## src/rtl/timer_ctrl.sv

```systemverilog
// Down-counting timer with one-shot/periodic modes, sticky irq and an optional prescaler.
// Define TIMER_CTRL_PRESCALE_EN to include the div_sel prescaler; otherwise the counter steps every RUN cycle.
module timer_ctrl #(
    parameter int WIDTH = 16
) (
    input  logic             clk,
    input  logic             arst,
    input  logic             start,
    input  logic             stop,
    input  logic             oneshot,
    input  logic [WIDTH-1:0] load_val,
    input  logic [1:0]       div_sel,
    input  logic             irq_clr,
    output logic             tick,
    output logic             busy,
    output logic [WIDTH-1:0] count,
    output logic             irq
);

    typedef enum logic [1:0] {IDLE, RUN, DONE} state_t;

    localparam logic [WIDTH-1:0] ONE = WIDTH'(1);

    state_t           state;
    logic [WIDTH-1:0] reload_reg;
    logic             oneshot_q;
    logic             pre_tick;
    logic             do_start;
    logic             expire;

    assign do_start = start && (load_val != '0);
    // Only an uncontested prescale tick at count==1 expires; stop and restart take priority.
    assign expire   = !stop && !do_start && (state == RUN) && pre_tick && (count == ONE);

`ifdef TIMER_CTRL_PRESCALE_EN
    logic [3:0] pre_cnt;
    logic [1:0] div_sel_q;

    function automatic logic [3:0] pre_max(input logic [1:0] sel);
        case (sel)
            2'd0:    return 4'd1;
            2'd1:    return 4'd3;
            2'd2:    return 4'd7;
            default: return 4'd15;
        endcase
    endfunction

    assign pre_tick = (pre_cnt == pre_max(div_sel_q));

    always_ff @(posedge clk or negedge arst) begin
        if (!arst) begin
            pre_cnt   <= '0;
            div_sel_q <= '0;
        end else if (stop) begin
            pre_cnt   <= '0;
        end else if (do_start) begin
            pre_cnt   <= '0;
            div_sel_q <= div_sel;
        end else if (state == RUN) begin
            pre_cnt   <= pre_tick ? 4'd0 : pre_cnt + 4'd1;
        end
    end
`else
    logic unused_div_sel;

    assign unused_div_sel = ^div_sel;
    assign pre_tick       = 1'b1;
`endif

    always_ff @(posedge clk or negedge arst) begin
        if (!arst) begin
            state      <= IDLE;
            count      <= '0;
            reload_reg <= '0;
            oneshot_q  <= 1'b0;
            tick       <= 1'b0;
            busy       <= 1'b0;
        end else begin
            tick <= 1'b0;
            if (stop) begin
                state <= IDLE;
                busy  <= 1'b0;
                count <= '0;
            end else if (do_start) begin
                state      <= RUN;
                busy       <= 1'b1;
                count      <= load_val;
                reload_reg <= load_val;
                oneshot_q  <= oneshot;
            end else if (state == RUN && pre_tick) begin
                if (count > ONE) begin
                    count <= count - ONE;
                end else begin
                    tick <= 1'b1;
                    if (oneshot_q) begin
                        state <= DONE;
                        busy  <= 1'b0;
                        count <= '0;
                    end else begin
                        count <= reload_reg;
                    end
                end
            end
        end
    end

    // A new expiry outranks a simultaneous clear so no event is lost.
    always_ff @(posedge clk or negedge arst) begin
        if (!arst) begin
            irq <= 1'b0;
        end else if (expire) begin
            irq <= 1'b1;
        end else if (irq_clr) begin
            irq <= 1'b0;
        end
    end

endmodule

```

## config.mk

```make
export PLATFORM = sky130hd
export DESIGN_NAME = timer_ctrl
export DESIGN_NICKNAME = d
export VERILOG_FILES = /design/src/rtl/timer_ctrl.sv
export SDC_FILE = /design/constraint.sdc
export NUM_CORES = 1
export LEC_CHECK = 0
export CORE_ASPECT_RATIO = 0.7
export CORE_UTILIZATION = 35
export DETAILED_ROUTE_END_ITERATION = 10
export PLACE_DENSITY = 0.68
export SLEW_MARGIN = 20
export SYNTH_ARGS = -nofsm -noshare
export SYNTH_HDL_FRONTEND = slang
export SYNTH_SLANG_ARGS = --single-unit
export TNS_END_PERCENT = 20
```

## constraint.sdc

```tcl
create_clock -name clk -period 2.5 [get_ports clk]
set_clock_uncertainty 0.05 [all_clocks]
set_input_delay 0.75 -clock clk [delete_from_list [all_inputs] [get_ports clk]]
set_output_delay 0.75 -clock clk [all_outputs]
set_load 0.01 [all_outputs]
```

# After elaboration in Yosys (flattened, before gate mapping)

Index checks and enable logic that the tools add are counted.

Word-level logic and storage cells: 46
Bits of input ports: 24
Flip-flop bits (word level): 38

Equality and inequality tests: 3
Muxes and demuxes: 21
Reductions and logical operators: 12
Add/sub/neg operators: 1
Order comparisons: 1
Bitwise logic cells: 1

Operators with widths:

| operator                                             | number |
|---|---|
| 2-to-1 mux 16 bit                                    | 5 |
| equality test 16 x 1 -> 1 bit, second input constant | 1 |
| > comparator 16 x 1 -> 1 bit, second input constant  | 1 |
| nonzero test 16 bit                                  | 1 |
| subtractor 16 x 1 -> 16 bit, second input constant   | 1 |
| 2-to-1 mux 1 bit                                     | 11 |
| 2-to-1 mux 2 bit                                     | 5 |
| nonzero test 3 bit                                   | 2 |
| logical AND 1 bit                                    | 4 |
| inequality test 3 bit, second input constant         | 1 |
| AND reduction 3 bit                                  | 1 |
| equality test 2 x 1 -> 1 bit, second input constant  | 1 |
| zero test 1 bit                                      | 2 |
| AND reduction 2 bit                                  | 1 |
| nonzero test 2 bit                                   | 1 |
| inverter 1 bit                                       | 1 |

# Longest topological paths before layout

Gate-level depths: netlist of run 1.

Word-level depth: 7
Mapped depth: 7
Mapped depth without buffers: 7

# Worst setup path before layout of run 1

Ideal clock, no wire load.

Kind: input -> register
From: in load_val[8]
To: reg count[2]
Path buffers: 2
Stages: 7
Data required time: 2.322 ns
Path slack: -0.165 ns
Arrival: 2.487 ns
Cells stage by stage: or4_1 > o41a_1 > or3_1 > buf_2 > buf_6 > nor2_1 > a31oi_1

Cells in the longest elaborated chain, start to end: 4
Elaborated cells on any way between the ends: 5
Those cells by class: mux (2); reduce/logical (3)

Ends and longest elaborated chain:

| element                 | line | RTL |
|---|---|---|
| start: declaration      | 11   | `input logic [WIDTH-1:0] load_val,` |
| nonzero test 16 bit (*) | 31   | `assign do_start = start && (load_val != '0);` |
| logical AND 1 bit (*)   | 31   |  |
| 2-to-1 mux 16 bit       | 84   | `end else if (do_start) begin` |
| 2-to-1 mux 16 bit       | 80   | `if (stop) begin` |
| end signal: assignment  | 87   | `count <= load_val;` |
| end signal: assignment  | 92   | `count <= count - ONE;` |
| end signal: assignment  | 100  | `count <= reload_reg;` |
| end: declaration        | 16   | `output logic [WIDTH-1:0] count,` |

Mark *: on every way between the ends. The rest lies on a longest branch, timed or not.
A chain may end at the register's enable or synchronous reset.

# Worst setup path in the final report of run 1

From: in load_val[6]
To: reg count[15]

The elaborated chain is that of the path after synthesis.

==> key figures, run 1 <==
Floorplan
  • Die area: around 6500 um2
  • Horizontal extent of the die: 96.02 um
  • IO Count: 43
  • Placeable core region: around 6000 um2
  • Starting density of the core: approximately 37%
  • Die span in y: 67.82 um
  • Number of core rows: 23

Yosys
  • Count of flip-flops with a built-in enable after synthesis: 0
  • Syn nets: roughly 270
  • Synth area leader: dfrtp_1
  • Register bit total from synthesis: 37
  • Top cell type's share of synthesized area: a little over two fifths
  • Most common flop cell mapped by yosys: dfrtp_1
  • Top cells by area, synth: dfrtp_1 (43%), o21ai_0 (5.1%), a31oi_1 (4.0%)
  • Summed instance area of the synthesized netlist: around 2200 um2
  • YS warnings: 0
  • Number of distinct library cells after synthesis: 44
  • Commonest cells in the netlist: dfrtp_1 (37), nor2_1 (23), o21ai_0 (22)
  • Synthesized instance count: between 200 and 250
  • Share of synthesized area occupied by flip-flops and latches: 42.75%
  • Async SR Flop Fraction: 100.0%
  • Cell with the most instances after synthesis: dfrtp_1
  • Average instance area after synthesis: around 9 um2

Worst hold path
  • Hold Path Class: in2async

Drt
  • DRC: 0
  • Final routed wire length divided by cell count: roughly 16 um
  • Number of vias per cell: 5.622
  • Total wire length: around 6.3 mm
  • DRC marker count from the first detailed-route iteration: 160
  • Vias: ~2200
  • Detailed-routing iteration count for the pre-antenna-repair pass: 5
  • Number of nets with antenna violations after routing: 0

Worst setup path
  • Capturing element type of the critical path: flop
  • CP Launch Type: input port
  • Startpoint-to-endpoint class of the critical path: in2reg
  • Maximum fanout count along the critical path: 4
  • CP Cell Sequence: buf_6 > or4_4 > o41a_1 > or3_4 > buf_6 > o22a_1
  • Crit path arrival time: about 2.7 ns
  • Most common cell type on the critical path: buf_6
  • Cell with the largest stage delay on the worst path: or4_4
  • CP required: 2.64 ns
  • Critical path's largest stage delay: roughly 0.56 ns

Final layout
  • Fraction of final layout cells sized beyond drive strength 1: between 20% and 30%
  • Finished Cell Area: 3049 um2
  • Number of nets in the final layout: about 340
  • Growth of design area from synthesis to finish: 40.79%
  • Inserted Diodes: 0
  • Non-filler cells in the finished layout: around 390

Clock tree
  • Clk pin slew, worst setup/hold paths: 0.07 ns
  • Clock tree from TritonCTS: yes
  • Post-CTS Hold Buffers: 0
  • Sinks on Clock Net: 37
  • Worst-Skew Late Latency: 0.30 ns
  • Clock root cell: clkbuf_8
  • Post-CTS setup buffer count: 0
  • Number of buffers on the longest clock path: 2
  • Clock H-tree levels: 2
  • TritonCTS Buffers: 5

GRT
  • Global-route wire length before repair: 10.34 mm
  • Total congestion overflow after global routing: 0
  • Overall fraction of global-route tracks in use: between 20% and 30%
  • Largest net degree at the start of global routing: 38
  • Antenna violations before repair: 0
  • Vias in the first global route: between 2000 and 2500

STA
  • Fin Setup TNS: -0.04267 ns
  • PnR worst setup slack: -0.01865 ns
  • Number of slew-limit violations in the final report: 0
  • Transition time at the pin with the least slew margin: approximately 0.74 ns
  • Peak clock frequency supported by timing: just under 400 MHz
  • Time the final worst path needs with I/O delays and setup: approximately 2.5 ns
  • Post-route worst hold slack: about 0.36 ns
  • Unrepaired setup endpoints after global routing: yes
  • Number of endpoints with negative hold slack in the final report: 0
  • Worst relative slew slack: between 50% and 60%
  • Final period util: 100.7%
  • Setup-violating endpoint count in the final report: 4

Run status
  • Failing checks: negative setup slack
  • Outcome: finished, violations left

Placement
  • Cell area after placement: around 2900 um2
  • Placed Cells incl. Taps: 380
  • Detailed placement HPWL: 4.546 mm
  • Number of port buffers: 40
  • Routability Congestion: a little under 0.9

Power
  • Power per unit of standard cell area: 558.8 nW/um2
  • Leakage power of the design: 1.351 nW
  • Maximum vdd ir drop: ~0.00028 V

Flow run
  • Maximum Capacitance Violations: 0
==> what timing repair did <==
action	4_1_cts	5_1_grt
pin swaps	7	6
setup endpoints to repair	36	24
resized for setup	57	24
gates cloned	0	1
==> worst max-delay path, delay by kind of cell <==
family,cells,cell delay (ns)
AO/OA/AOI/OAI,2,0.65
buffers and inverters,2,0.23
AND/OR/NAND/NOR,2,1.01
==> per-stage QoR <==
stage          util, %  power (mW)  worst slack, ns
2_1_floorplan        -       1.014          -0.1380
3_3_place_gp     49.48       1.265          -0.6450
3_5_place_dp     49.48       1.274          -0.7125
4_1_cts          50.85       1.683         0.006768
5_1_grt          52.20       1.800         -0.03353
6_report         52.20       1.704         -0.01865
==> layout by cell type (no fill, tap or decap), types with 5 or more instances in the layout <==
cell type	netlist	layout
a211o_1	5	5
a31oi_1	14	14
buf_2	3	6
buf_4	0	30
buf_6	2	6
clkbuf_8	0	5
clkdlybuf4s50_1	0	23
dfrtp_1	37	37
inv_1	16	16
nand2_1	19	19
nor2_1	23	14
nor2_2	0	6
nor2b_1	6	6
nor3_1	12	11
nor4_1	7	7
o21ai_0	22	22
or3_1	6	5
==> path summary, 6_finish.rpt <==
check / start / to / slack, ns / depth (start not counted)
setup / recovery: load_val[6] / count[15]$_DFFE_PN0P_ / -0.02 / 6
min in group clk: irq$_DFFE_PN0P_ / irq$_DFFE_PN0P_ / 0.45 / 1
setup reg to reg: count[1]$_DFFE_PN0P_ / count[10]$_DFFE_PN0P_ / 0.14 / 7
hold / removal: arst / count[4]$_DFFE_PN0P_ / 0.36 / 2
hold reg to reg: irq$_DFFE_PN0P_ / irq$_DFFE_PN0P_ / 0.45 / 1
max in group asynchronous: arst / state[0]$_DFFE_PN0P_ / 1.85 / 2
==> power by group <==
| part | switching, mW | total [mW] | internal [mW] | leakage [nW] |
|---|---|---|---|---|
| Clock | 0.220 | 0.419 | 0.198 | 0.0395 |
| Combinational | 0.261 | 0.531 | 0.269 | 0.847 |
| Sequential | 0.0863 | 0.755 | 0.669 | 0.465 |
| Total | 0.568 | 1.70 | 1.14 | 1.35 |
==> cell families after synthesis <==
family | synth area share (%)
AOI/OAI and AO/OA | 22.47
muxes | 2.080
buffers and inverters | 6.412
xor gates and xnor gates | 3.235
and+or+nand+nor | 21.90
adders and majority gates | 1.155
DFF | 42.75
==> routing by layer <==
metal	vias to the layer above	share of wire [%]	global-route usage [%]	wire (um)
met1	1045	49	31.85	3082
li1	1039	-	-	-
met4	0	1.3	5.224	80
met5	-	0	0	0
met2	94	42	31.65	2634
met3	9	8.1	5.111	508
==> final cells by class <==
cell class / instances / area [um2]
clock buffers: 8 / 80.08
fillers: 553 / 2793
inverters: 16 / 60.06
multi-input cells: 176 / 1177
flip-flops and latches: 37 / 925.9
well taps: 75 / 93.84
repair buffers: 77 / 711.9
Power figures use the tool's default switching activity.
==> inputs of run 2 (changes only) <==
--- a/config.mk
+++ b/config.mk
@@ -9,6 +9,7 @@
 export CORE_UTILIZATION = 35
 export DETAILED_ROUTE_END_ITERATION = 10
 export PLACE_DENSITY = 0.68
+export RECOVER_POWER = 50
 export SLEW_MARGIN = 20
 export SYNTH_ARGS = -nofsm -noshare
 export SYNTH_HDL_FRONTEND = slang
==> run 2 against run 1 <==
Net effect:
- the run ends with max-capacitance violations, max-slew violations, negative setup slack left
- clock-buffer cell count did not move
- critical endpoint unchanged
- global-route usage did not move
- cell count unchanged
==> key figures, run 2 (same netlist as run 1, synthesis figures left out) <==
Final layout
  • Register cell area after layout: ~900 um2
  • Growth of design area from synthesis to finish: 40.44%
  • Number of nets in the final layout: ~340
  • Inserted Diodes: 0
  • Most frequent cells in the layout: dfrtp_1 (37), buf_4 (30), o21ai_0 (22), clkdlybuf4s50_1 (20), nand2_1 (19)
  • Most common cell after layout, fill and taps aside: dfrtp_1
  • Count of fill cells added during filler insertion: about 560
  • Final core utilization: a little over half
  • Area occupied by multi-input gates: 1177 um2
  • Fraction of final layout cells sized beyond drive strength 1: between 20% and 30%

Drt
  • Total wire length: 6.316 mm
  • Final routed wire length divided by cell count: approximately 16 um
  • Vias: 2195
  • Number of nets with antenna violations after routing: 0
  • Number of vias per cell: 5.643
  • Detailed-routing iteration count for the pre-antenna-repair pass: 5
  • DRC: 0
  • DRC marker count from the first detailed-route iteration: 192

Run status
  • Outcome: finished, violations left
  • Failing checks: max-capacitance violations, max-slew violations, negative setup slack

Clock tree
  • Number of buffers on the longest clock path: 2
  • Sinks on Clock Net: 37
  • Post-CTS Hold Buffers: 0
  • Worst-Skew Late Latency: roughly 0.29 ns
  • Clock tree from TritonCTS: yes
  • Clock root cell: clkbuf_8
  • Clock H-tree levels: 2
  • TritonCTS Buffers: 5
  • Clk pin slew, worst setup/hold paths: around 0.07 ns

Floorplan
  • Horizontal extent of the die: between 90 and 100 um
  • Starting density of the core: around 37%
  • Placeable core region: approximately 5800 um2
  • Number of core rows: 23
  • Die span in y: ~68 um
  • IO Count: 43
  • Die area: between 6000 and 7000 um2

GRT
  • Global-route wire length before repair: around 10 mm
  • Largest net degree at the start of global routing: 38
  • Vias in the first global route: between 2000 and 2500
  • Antenna violations before repair: 0
  • Total congestion overflow after global routing: 0
  • Overall fraction of global-route tracks in use: approximately 22%

Power
  • Power per unit of standard cell area: around 560 nW/um2
  • Maximum vdd ir drop: roughly 0.00028 V
  • Total power of the final layout: 1.701 mW
  • Leakage power of the design: roughly 1.4 nW

STA
  • Time the final worst path needs with I/O delays and setup: between 2 and 3 ns
  • Peak clock frequency supported by timing: about 400 MHz
  • Fin Setup TNS: -0.04683 ns
  • Transition time at the pin with the least slew margin: 1.708 ns
  • Final period util: 100.8%
  • Worst relative slew slack: -13.84%
  • Post-route worst hold slack: approximately 0.44 ns
  • Number of endpoints with negative hold slack in the final report: 0
  • Unrepaired setup endpoints after global routing: yes
  • Setup-violating endpoint count in the final report: 4
  • Number of slew-limit violations in the final report: 38
  • PnR worst setup slack: -0.01889 ns

Worst setup path
  • Cell with the largest stage delay on the worst path: or4_4
  • Startpoint-to-endpoint class of the critical path: in2reg
  • Critical path's largest stage delay: approximately 0.56 ns
  • CP bufs+invs: 2
  • CP Cell Sequence: buf_6 > or4_4 > o41a_1 > or3_4 > buf_6 > o22a_1
  • Maximum fanout count along the critical path: 4
  • Capturing element type of the critical path: flop
  • Largest delay contributor family on the critical path: simple AND/OR/NAND/NOR gates
  • Crit path arrival time: between 2 and 3 ns
  • CP required: roughly 2.6 ns
  • Most common cell type on the critical path: buf_6
  • CP Launch Type: input port

Placement
  • Detailed placement HPWL: about 4.5 mm
  • Worst slack after detailed placement: -0.7125 ns
  • Number of port buffers: 40
  • Routability Congestion: about 0.89

Worst hold path
  • Hold Path Class: reg2reg

Flow run
  • Maximum Capacitance Violations: 1
## run 2: cell types whose count changed in the layout (fill, tap and decap cells not counted)
cell and change:
clkdlybuf4s50_1 -3, dlygate4sd3_1 +3, dlymetal6s4s_1 +1, buf_12 -1
## run 2: layer usage
layer	track usage [%]	vias up	part of all wire [%]
met3	5.111	6	6.7
met4	5.224	0	0.89
met2	31.65	94	42
met5	0	-	0
met1	31.85	1056	50
li1	-	1039	-
## run 2: cell type report
class	count	area share [%]
inverters	16	1.974
well taps	75	3.085
repair buffers	77	23.16
multi-input cells	176	38.71
flip-flops and latches	37	30.44
clock buffers	8	2.633
## run 2: path summary, 6_finish.rpt
path                       slack, ns               endpoint  cells past startpoint                  from
min in group asynchronous       1.03   count[4]$_DFFE_PN0P_                      2                  arst
setup reg to reg                0.14  count[10]$_DFFE_PN0P_                      7  count[1]$_DFFE_PN0P_
setup / recovery               -0.02  count[15]$_DFFE_PN0P_                      6           load_val[6]
hold / removal                  0.44        irq$_DFFE_PN0P_                      1       irq$_DFFE_PN0P_
hold reg to reg                 0.44        irq$_DFFE_PN0P_                      1       irq$_DFFE_PN0P_
max in group asynchronous       0.38   state[0]$_DFFE_PN0P_                      2                  arst
## run 2: metrics by stage
step	cells	cell area [um2]
6_report	389	3042
4_1_cts	388	2970
3_5_place_dp	380	2890
2_1_floorplan	245	2176
3_3_place_gp	380	2890
5_1_grt	389	3042
## run 2: report_power, final
group          leakage, nW  switching, mW  internal, mW
Combinational        0.859          0.262         0.267
Sequential           0.465         0.0862         0.668
Clock               0.0395          0.219         0.198
## run 2: timing repair
item                                    4_1_cts  5_1_grt
gates cloned                                  0        1
pin swaps                                     7        6
gates resized for setup                      57       24
endpoints found under the setup margin       36       24
buffers inserted                              0        0
==> inputs of run 3 (changes only) <==
--- a/config.mk
+++ b/config.mk
@@ -6,10 +6,12 @@
 export NUM_CORES = 1
 export LEC_CHECK = 0
 export CORE_ASPECT_RATIO = 0.7
-export CORE_UTILIZATION = 35
+export CORE_UTILIZATION = 46
 export DETAILED_ROUTE_END_ITERATION = 10
-export PLACE_DENSITY = 0.68
+export HOLD_SLACK_MARGIN = 0.1
+export PLACE_DENSITY = 0.83
 export RECOVER_POWER = 50
+export SKIP_LAST_GASP = 1
 export SLEW_MARGIN = 20
 export SYNTH_ARGS = -nofsm -noshare
 export SYNTH_HDL_FRONTEND = slang
==> run 3 against run 2 <==
Net effect:
- the flow finishes with violations (design-rule violations, negative setup slack)
- fmax is 0.19% higher
- die area down 23%
- register-to-register slack gained 0.08 ns
- critical path depth stayed put
- routed wire length rose by 3.7%
- non-clock buffer count up 5
- power up 0.88%
- via count increased by 3.6%
- combinational power grew 0.9%
- clock-buffer cell count decreased by 1
- sequential power barely moved
- first-iteration DRC count up 32%
- critical path type unchanged
==> key figures, run 3 (same netlist as run 1, synthesis figures left out) <==
Drt
  • Metal1 wirelength: between 2 and 3 mm
  • DRC: 2
  • DRC marker count from the first detailed-route iteration: between 200 and 300
  • Met3 routed WL: 526 um
  • Detailed-routing iteration count for the pre-antenna-repair pass: 10
  • Total wire length: approximately 6.6 mm
  • Number of nets with antenna violations after routing: 0
  • Highest Signal Layer: met4
  • Detail Route met2 WL: ~2.9 mm
  • Final routed wire length divided by cell count: 17.57 um
  • Vias: ~2300
  • Number of vias per cell: between 6 and 7

Final layout
  • Most frequent cells in the layout: dfrtp_1 (37), buf_4 (34), clkdlybuf4s50_1 (23), o21ai_0 (22), nor2_1 (21)
  • Fraction of final layout cells sized beyond drive strength 1: between 20% and 30%
  • Inserted Diodes: 0
  • Most common cell after layout, fill and taps aside: dfrtp_1
  • Number of nets in the final layout: around 340
  • Growth of design area from synthesis to finish: 38.48%
  • Non-filler cells in the finished layout: ~370
  • Count of fill cells added during filler insertion: ~360

Floorplan
  • Starting density of the core: 48.90%
  • Die span in y: between 50 and 60 um
  • Number of core rows: 20
  • IO Count: 43
  • Horizontal extent of the die: 84.02 um
  • Die area: 4991 um2
  • Placeable core region: roughly 4400 um2

Worst setup path
  • CP Launch Type: input port
  • CP required: about 2.6 ns
  • Maximum fanout count along the critical path: 3
  • CP bufs+invs: 2
  • Crit path arrival time: roughly 2.7 ns
  • Capturing element type of the critical path: flop
  • Cell with the largest stage delay on the worst path: or4_4
  • Largest delay contributor family on the critical path: simple AND/OR/NAND/NOR gates
  • Startpoint-to-endpoint class of the critical path: in2reg
  • Critical path's largest stage delay: ~0.56 ns
  • CP Cell Sequence: clkbuf_2 > or4_4 > o41a_1 > or3_4 > buf_6 > o22a_1

Clock tree
  • Sinks on Clock Net: 37
  • Clock H-tree levels: 2
  • Number of buffers on the longest clock path: 2
  • Worst-Skew Late Latency: roughly 0.29 ns
  • Post-CTS Hold Buffers: 0
  • TritonCTS Buffers: 5
  • Clock tree from TritonCTS: yes
  • Clock root cell: clkbuf_8
  • Clk pin slew, worst setup/hold paths: around 0.07 ns

Placement
  • Placed Cells incl. Taps: ~360
  • Detailed placement HPWL: 4.528 mm
  • Routability Congestion: 0.9193
  • Number of port buffers: 40

GRT
  • Vias in the first global route: roughly 2300
  • Total congestion overflow after global routing: 0
  • Overall fraction of global-route tracks in use: between 20% and 30%
  • Largest net degree at the start of global routing: 38
  • Global-route wire length before repair: 10.90 mm
  • Antenna violations before repair: 0

Power
  • Total power of the final layout: between 1.5 and 2 mW
  • Leakage power of the design: about 1.4 nW
  • Power per unit of standard cell area: approximately 570 nW/um2
  • Maximum vdd ir drop: 0.0003096 V

STA
  • PnR worst setup slack: -0.01421 ns
  • Post-route worst hold slack: roughly 0.45 ns
  • Final period util: 100.6%
  • Number of endpoints with negative hold slack in the final report: 0
  • Unrepaired setup endpoints after global routing: yes
  • Number of slew-limit violations in the final report: 0
  • Worst relative slew slack: approximately two fifths
  • Peak clock frequency supported by timing: about 400 MHz
  • Transition time at the pin with the least slew margin: ~0.92 ns
  • Setup-violating endpoint count in the final report: 3
  • Time the final worst path needs with I/O delays and setup: about 2.5 ns

Run status
  • Outcome: finished, violations left
  • Failing checks: design-rule violations, negative setup slack

Worst hold path
  • Hold Path Class: reg2reg

Flow run
  • Maximum Capacitance Violations: 0
-- run 3: final cells by class --
cell class,instances,area [um2],area share [%]
Timing Repair Buffer,82,699.4,23.32
Multi-Input combinational cell,176,1159,38.63
Tap cell,55,68.82,2.295
Sequential cell,37,925.9,30.87
Clock buffer,7,86.33,2.879
Inverter,16,60.06,2.003
-- run 3: layer usage --
layer  vias to the layer above  track usage [%]
met2                       138            44.50
met3                        28            6.685
met4                         0            13.30
li1                       1042                -
met1                      1067            39.27
met5                         -            3.030
-- run 3: power breakdown --
group          switching, mW  leakage [nW]  internal [mW]
Sequential            0.0861         0.465          0.669
Combinational          0.269         0.855          0.265
Clock                  0.208        0.0443          0.219
Total                  0.563          1.36           1.15
-- run 3: path summary, 6_finish.rpt --
check / start / end / slack [ns] / cells past startpoint
max in group asynchronous: arst / count[15]$_DFFE_PN0P_ / 1.31 / 1
setup / recovery: load_val[9] / count[13]$_DFFE_PN0P_ / -0.01 / 6
setup reg to reg: count[0]$_DFFE_PN0P_ / count[10]$_DFFE_PN0P_ / 0.22 / 7
min in group asynchronous: arst / count[4]$_DFFE_PN0P_ / 0.53 / 1
hold / removal: irq$_DFFE_PN0P_ / irq$_DFFE_PN0P_ / 0.45 / 1
hold reg to reg: irq$_DFFE_PN0P_ / irq$_DFFE_PN0P_ / 0.45 / 1
-- run 3: stage by stage --
stage	instance area [um2]	utilization, %	setup TNS [ns]	worst slack [ns]
global placement	2843	64.18	-22.48	-0.6800
detailed placement	2843	64.18	-24.07	-0.7367
floorplan	2176	-	-1.767	-0.1380
finish	2999	67.71	-0.02583	-0.01421
global route	2999	67.71	-0.5639	-0.05117
CTS	3014	68.05	-0.0009333	-0.0009333
-- run 3: repair_timing --
action	in CTS	in global routing
cloned	0	0
buffers inserted	4	0
pin swaps	10	13
endpoints found under the setup margin	37	27
resized for setup	70	8
==> edit: new RTL, flow settings as in run 2 <==
Add a define of `TIMER_CTRL_PRESCALE_EN`.
--- a/src/rtl/timer_ctrl.sv
+++ b/src/rtl/timer_ctrl.sv
@@ -2,2 +2,4 @@
 // Define TIMER_CTRL_PRESCALE_EN to include the div_sel prescaler; otherwise the counter steps every RUN cycle.
+`define TIMER_CTRL_PRESCALE_EN
+
 module timer_ctrl #(
Behaviour: not the same (Yosys sat finds a counterexample within 4 cycles, from zero or initial values and one cycle with arst low).
==> edit against run 2 <==
- combinational power shrank 30%
- critical endpoint is now count[0]
- area after synthesis grew 12%
- die area grew 11%
- highest routed layer unchanged
- routed wire length grew 11%
- design area grew 7.0%
- sequential cell count grew 6
- global-route usage grew 0.12 points
- critical path type unchanged
- power grew 2.7%
- core utilization shrank 1.7 points
- setup slack gained 0.046 ns
==> edit: results (changes against run 2) <==
stage;metric;value;unit;change
run_status;status;complete, no violations;;
finish;Non-Filler Instances;441;;+13%
logic_synthesis;post-synth cell types;52;;+18%
cts;Setup Buffers After CTS;3;;+3
finish;layout cells sized above 1;0.166;;-0.0891
detailed_routing;routed wire length;7030;µm;+11%
logic_synthesis;Cells after Synth;281;;+15%
global_routing;largest net degree at the start of global routing;24;;-37%
power_and_ir_drop;Pleak;1.49;nW;+9.5%
global_routing;total track usage;0.217;;+0.00119
finish;Area Overhead vs Synth;34.7;%;
logic_synthesis;mux share of post-synthesis cell area;0.00414;;-0.0167
placement;Port Buffers;42;;+5.0%
cts;CTS resizes;19;;-67%
logic_synthesis;Synth Net Count;308;;+14%
power_and_ir_drop;Int Pwr;1.25;mW;+9.8%
power_and_ir_drop;peak supply drop;0.226;mV;-19%
finish;fillers;643;;+16%
sta;max_slew headroom;0.224;;+0.363
logic_synthesis;Synth Area in XOR/XNOR;0.0181;;-0.0142
logic_synthesis;adder-cell share of the synthesized area;0.0155;;+0.00398
cts;clock slew at reported path FFs;0.09;ns;+0.02 ns
global_routing;first-pass GRT wire length;12000;µm;+16%
logic_synthesis;Synth area leaders;dfrtp_1 (45%), nand2_1 (11%), o21ai_0 (3.9%), nor2_1 (3.1%), a21oi_1 (2.9%);;
logic_synthesis;Synth Area in Compound Gates;0.202;;-0.0222
placement;dpl hpwl;5290;µm;+16%
placement;Final Wtd Congestion;0.883;;-0.27%
min_path;Hold Startpoint;reload_reg[2];;
edit: cell families after synthesis:
group	count (synthesis)
multiplexers	1
XOR/XNOR	5
buffers and inverters	20
AND/OR/NAND/NOR	137
AO/OA/AOI/OAI	72
adder cells (fa/ha/maj)	3
flip-flops	43
edit: final timing paths:
path | to | slack [ns] | cells after the start
max | count[0] | 0.03 | 7
min | reload_reg[2] | 0.43 | 2
max reg2reg | count[5] | 0.24 | 5
min reg2reg | reload_reg[2] | 0.43 | 2
max in group asynchronous | reload_reg[10] | 0.61 | 2
min in group asynchronous | reload_reg[1] | 0.61 | 1
edit: layout make-up:
| type | instances | area share |
|---|---|---|
| Tap cell | 91 | 0.0350 |
| Multi-Input combinational cell | 218 | 0.383 |
| Timing Repair Buffer | 75 | 0.208 |
| Inverter | 6 | 0.00692 |
| Clock inverter | 2 | 0.0108 |
| Clock buffer | 6 | 0.0254 |
| Sequential cell | 43 | 0.331 |
edit: critical path, delay by kind of cell:
family,cells,cell delay [ns]
buffers and inverters,1,0.42
and+or+nand+nor,4,0.96
AOI/OAI and AO/OA,2,0.52
edit: power by group through the flow:
stage               combinational [mW]  sequential (mW)  clock, mW
floorplan                        0.197            0.811          0
global placement                 0.366            0.818          0
detailed placement               0.375            0.819          0
CTS                              0.377            0.806      0.579
global route                     0.415            0.816      0.616
finish                           0.372            0.807      0.568
edit: metal layers:
layer / routed length [µm] / global-route usage / share of wire / vias up
met4: 51 / 0.0548 / 0.0073 / 0
met1: 3460 / 0.333 / 0.49 / 1134
met3: 526 / 0.0449 / 0.075 / 11
li1: - / - / - / 1136
met2: 2990 / 0.308 / 0.43 / 97
met5: 0 / 0 / 0 / -
